--- src/rtl/estufa_controlador.sv ---
// Greenhouse climate controller: per-zone debounced two-threshold sensor
// filter feeding an IDLE/HEAT/COOL/FAULT state machine with a minimum
// on-time for heaters and coolers and a latched inconsistency fault.
module estufa_controlador #(
  parameter int NZONES        = 4,
  parameter int FILT_CYCLES   = 4,
  parameter int MIN_ON_CYCLES = 8
) (
  input  logic                  clk_2,
  input  logic                  reset,
  input  logic [NZONES-1:0]     t1,
  input  logic [NZONES-1:0]     t2,
  input  logic                  fault_clr,
  output logic [NZONES-1:0]     heat,
  output logic [NZONES-1:0]     cool,
  output logic [NZONES-1:0]     fault,
  output logic                  fault_any,
  output logic [2*NZONES-1:0]   state
);

  localparam int CNT_W = (FILT_CYCLES > 1) ? $clog2(FILT_CYCLES) : 1;
  localparam int TMR_W = (MIN_ON_CYCLES > 1) ? $clog2(MIN_ON_CYCLES) : 1;

  // Counter value at which the current sample is the last one needed to qualify
  localparam logic [CNT_W-1:0] CNT_MAX  = CNT_W'(FILT_CYCLES - 1);
  localparam logic [CNT_W-1:0] CNT_QUAL = CNT_W'((FILT_CYCLES > 1) ? FILT_CYCLES - 2 : 0);
  localparam logic [TMR_W-1:0] TMR_LOAD = TMR_W'(MIN_ON_CYCLES - 1);

  // Sensor codes as {t2,t1}
  localparam logic [1:0] CODE_COLD = 2'b00;
  localparam logic [1:0] CODE_BAD  = 2'b01;
  localparam logic [1:0] CODE_OK   = 2'b10;
  localparam logic [1:0] CODE_HOT  = 2'b11;

  // Zone FSM encoding, also exported on the state port
  localparam logic [1:0] ST_IDLE  = 2'b00;
  localparam logic [1:0] ST_HEAT  = 2'b01;
  localparam logic [1:0] ST_COOL  = 2'b10;
  localparam logic [1:0] ST_FAULT = 2'b11;

  genvar z;
  generate
    for (z = 0; z < NZONES; z++) begin : g_zone
      logic [1:0]       raw;
      logic [1:0]       cand;
      logic [1:0]       filt;
      logic [CNT_W-1:0] cnt;
      logic [1:0]       st;
      logic [1:0]       st_next;
      logic [TMR_W-1:0] tmr;
      logic [TMR_W-1:0] tmr_next;

      assign raw = {t2[z], t1[z]};

      // Debounce: the filtered code only follows a raw code seen on FILT_CYCLES consecutive edges
      always_ff @(posedge clk_2 or posedge reset) begin
        if (reset) begin
          cand <= CODE_OK;
          cnt  <= '0;
          filt <= CODE_OK;
        end else if (raw != cand) begin
          cand <= raw;
          cnt  <= '0;
          if (FILT_CYCLES == 1) begin
            filt <= raw;
          end
        end else begin
          if (cnt != CNT_MAX) begin
            cnt <= cnt + 1'b1;
          end
          if ((FILT_CYCLES == 1) || (cnt == CNT_QUAL) || (cnt == CNT_MAX)) begin
            filt <= cand;
          end
        end
      end

      // Next-state and on-timer: HEAT/COOL always fall back through IDLE, faults win over the timer
      always_comb begin
        st_next  = st;
        tmr_next = '0;
        case (st)
          ST_IDLE: begin
            case (filt)
              CODE_COLD: begin
                st_next  = ST_HEAT;
                tmr_next = TMR_LOAD;
              end
              CODE_HOT: begin
                st_next  = ST_COOL;
                tmr_next = TMR_LOAD;
              end
              CODE_BAD: st_next = ST_FAULT;
              default:  st_next = ST_IDLE;
            endcase
          end
          ST_HEAT: begin
            if (filt == CODE_BAD) begin
              st_next = ST_FAULT;
            end else if ((filt != CODE_COLD) && (tmr == '0)) begin
              st_next = ST_IDLE;
            end else begin
              tmr_next = (tmr == '0) ? '0 : tmr - 1'b1;
            end
          end
          ST_COOL: begin
            if (filt == CODE_BAD) begin
              st_next = ST_FAULT;
            end else if ((filt != CODE_HOT) && (tmr == '0)) begin
              st_next = ST_IDLE;
            end else begin
              tmr_next = (tmr == '0) ? '0 : tmr - 1'b1;
            end
          end
          default: begin
            if (fault_clr && (filt != CODE_BAD)) begin
              st_next = ST_IDLE;
            end
          end
        endcase
      end

      // State and on-timer registers; reset clears outputs without waiting for a clock
      always_ff @(posedge clk_2 or posedge reset) begin
        if (reset) begin
          st  <= ST_IDLE;
          tmr <= '0;
        end else begin
          st  <= st_next;
          tmr <= tmr_next;
        end
      end

      assign heat[z]           = (st == ST_HEAT);
      assign cool[z]           = (st == ST_COOL);
      assign fault[z]          = (st == ST_FAULT);
      assign state[2*z+1:2*z]  = st;
    end
  endgenerate

  assign fault_any = |fault;

endmodule
--- config.mk ---
export PLATFORM = sky130hd
export DESIGN_NAME = estufa_controlador
export DESIGN_NICKNAME = d
export VERILOG_FILES = /design/src/rtl/estufa_controlador.sv
export SDC_FILE = /design/constraint.sdc
export NUM_CORES = 1
export LEC_CHECK = 0
export BUFFER_PORTS_ARGS = -buffer_cell sky130_fd_sc_hd__buf_2
export CORE_MARGIN = 5
export CORE_UTILIZATION = 30
export CTS_CLUSTER_SIZE = 20
export DETAILED_ROUTE_END_ITERATION = 10
export GPL_TIMING_DRIVEN = 0
export PLACE_DENSITY = 0.5
export SLEW_MARGIN = 30
export SYNTH_ARGS = -nofsm -noshare
export SYNTH_HDL_FRONTEND = slang
export SYNTH_SLANG_ARGS = --single-unit
--- constraint.sdc ---
create_clock -name clk_2 -period 4.2 [get_ports clk_2]
set_clock_uncertainty 0.2 [all_clocks]
set_input_delay 0.84 -clock clk_2 [delete_from_list [all_inputs] [get_ports clk_2]]
set_output_delay 0.84 -clock clk_2 [all_outputs]
set_load 0.03 [all_outputs]
==> impl_metrics.ini <==
[status]
status = finished, final reports clean

[global_route]
grt_pass1_vias = 1929
grt_pass1_wl_um = 8650
grt_overflow = 0
antenna_found_initial = 0
grt_usage = 0.0936
grt_max_degree = 45

[finish]
area.growth.synth_to_final_pct = 14.1
multi_input_area_sq_um = 1490
seq_area_sq_um = 1110
fin_area_sq_um = 3130
antenna-diode-count = 0
layout_commonest_cell = ha_1
fin_nets = 369
fill_cells = 918
final_cell_mix = ha_1, dfrtp_1, buf_2
fin_util = 0.355
drive_above_1_share = 0.197

[pwr]
power_density_nw_per_um2 = 683
p_leak_nw = 1.53
vdd_drop_max_mv = 0.150

[floorplanning]
pin_count = 32
coreArea_sq_um = 8810
start_util = 0.312
fp-row-count = 34
dieArea_sq_um = 11200
die_h_um = 106
die_w_um = 106

[worst_setup_path]
crit_fanout = 7
cp_cell_sequence = ha_1, or4_1, buf_2
r2r_slack_ns = 1.92
cpPeakStageDelay_ns = 0.58
cp-start-kind = register
cp-end-kind = output pin
slowest_stage = or4_1
arrival_ns = 1.84
crit_type = reg2out
worstPathRequired_ns = 3.16

[drt]
ant_nets = 0
via_per_inst = 4.54
wl_per_cell_um = 11.5
dr.pass1.iters = 4
drc = 0
dr.first_iter.drc_count = 62
wl_um = 4860
num_vias = 1914

[timing]
hold_violations = 0
maxSlewHeadroom = 0.632
hold_slack_ns = 0.330
fmax_ghz = 0.347
fin_setup_tns_ns = 0
min_period_ns = 2.88
setup_viol = 0
rsz0062_at_grt = no
tightest_slew_ns = 0.551
slew_viol_final = 0
fin_crit_sh = 0.686

[place]
dp_hpwl_um = 3710
io_buffers = 31
place_congestion = 0.767
postPlaceCellArea_sq_um = 3040

[synthesis]
syn_area_sq_um = 2740
synthSimpleGateAreaFrac = 0.120
synth_xor_area_frac = 0.0447
synth_cell_types = 30
syn_nets = 331
yosys.area_share.adder = 0.205
ys_seq_area_frac = 0.405
synth_seq_cells = 44
ys_warn_count = 0
syn_inst = 275
synth_top_family_by_area = adder cells
synth_mux_area_frac = 0.0657
avgSynthCellArea_sq_um = 9.98
synth_compound_area_frac = 0.108

[clocking]
clockBufferDepth = 2
cts.repair.resized = 0
cts_hold_buffers = 0
clock_latency_ns = 0.30
h-tree-depth = 2
post_cts_buffers = 0
cts_buffers = 5
clk_pin_slew_worst_paths_ns = 0.09
cts_tree = yes
clkSinkCount = 44
root_buffer = clkbuf_8

[worst_hold_path]
hold_path.class = reg2reg

[job]
drv_cap = 0
==> worst paths after layout <==
path                                        start           endpoint  depth (start not counted)
worst max register to register  g_zone[1].filt[0]    g_zone[1].st[1]                          5
max in group asynchronous                   reset  g_zone[0].filt[1]                          2
worst max-delay path              g_zone[2].st[0]          fault_any                          3
worst min-delay path            g_zone[1].cand[0]  g_zone[1].filt[0]                          1
worst min register to register  g_zone[1].cand[0]  g_zone[1].filt[0]                          1
min in group asynchronous                   reset   g_zone[1].tmr[1]                          2
==> power by group <==
part	switching, mW	internal [mW]	total (mW)
clock network	0.151	0.134	0.285
logic	0.645	0.489	1.13
registers	0.134	0.587	0.721
total	0.930	1.21	2.14
==> per-stage QoR <==
step	setup slack [ns]	cells	power, mW
6_report	1.32	422	2.14
5_1_grt	1.23	422	2.36
4_1_cts	1.30	422	2.18
3_5_place_dp	1.65	414	1.88
3_3_place_gp	1.43	414	1.86
2_1_floorplan	1.50	275	1.62
==> state kept, by name, summed over array words and instances, names as in the netlist <==
| signal | cells |
|---|---|
| g_zone.filt | 8 |
| g_zone.tmr | 12 |
| g_zone.cand | 8 |
| g_zone.st | 8 |
| g_zone.cnt | 8 |
==> metal layers <==
layer	track usage	part of all wire	up-vias
li1	-	-	982
met1	0.107	0.46	897
met2	0.166	0.49	26
met3	0.0238	0.032	9
met4	0.0398	0.021	0
met5	0	0	-
==> cell type report <==
| class | instances | share of cell area |
|---|---|---|
| multi-input combinational | 193 | 0.476 |
| sequential | 44 | 0.355 |
| timing repair buffer | 31 | 0.0496 |
| tap | 108 | 0.0432 |
| inverter | 30 | 0.0368 |
| clock buffer | 7 | 0.0276 |
| buffer | 8 | 0.00959 |
| clock inverter | 1 | 0.00240 |
==> cell usage after synthesis <==
master,number,share of area
dfrtp_1,36,0.33
or2b_1,1,0.0027
mux2_1,4,0.016
o21ai_0,12,0.022
dfstp_2,8,0.077
nand2b_1,6,0.014
nand2_1,15,0.021
o21bai_1,2,0.0055
o31a_1,1,0.0032
xor2_1,6,0.019
o21a_1,2,0.0055
nor2b_1,5,0.011
ha_1,45,0.21
and3_1,2,0.0046
nor3_1,3,0.0055
a311oi_2,2,0.011
xnor2_1,8,0.026
a22oi_1,2,0.0055
mux2_2,12,0.049
a21o_1,1,0.0027
inv_1,30,0.041
or3_1,5,0.011
a21oi_1,21,0.038
or4_1,3,0.0082
o32ai_1,1,0.0032
a211oi_1,3,0.0082
or2_2,1,0.0023
clkbuf_1,8,0.011
o211ai_1,1,0.0027
nor2_1,29,0.040
==> worst max-delay path: cells and delay by family (launching register included) <==
kind          cells  cell delay [ns]
fa+ha+maj         1             0.31
buf+inv           1             0.20
flops             1             0.45
simple gates      1             0.58
==> logic make-up after synthesis <==
group                      after synthesis
and+or+nand+nor                         70
adders and majority gates               45
muxes                                   16
buffers and inverters                   38
xor gates and xnor gates                14
DFF                                     44
AOI/OAI and AO/OA                       48
(Power assumes the default switching activity.)
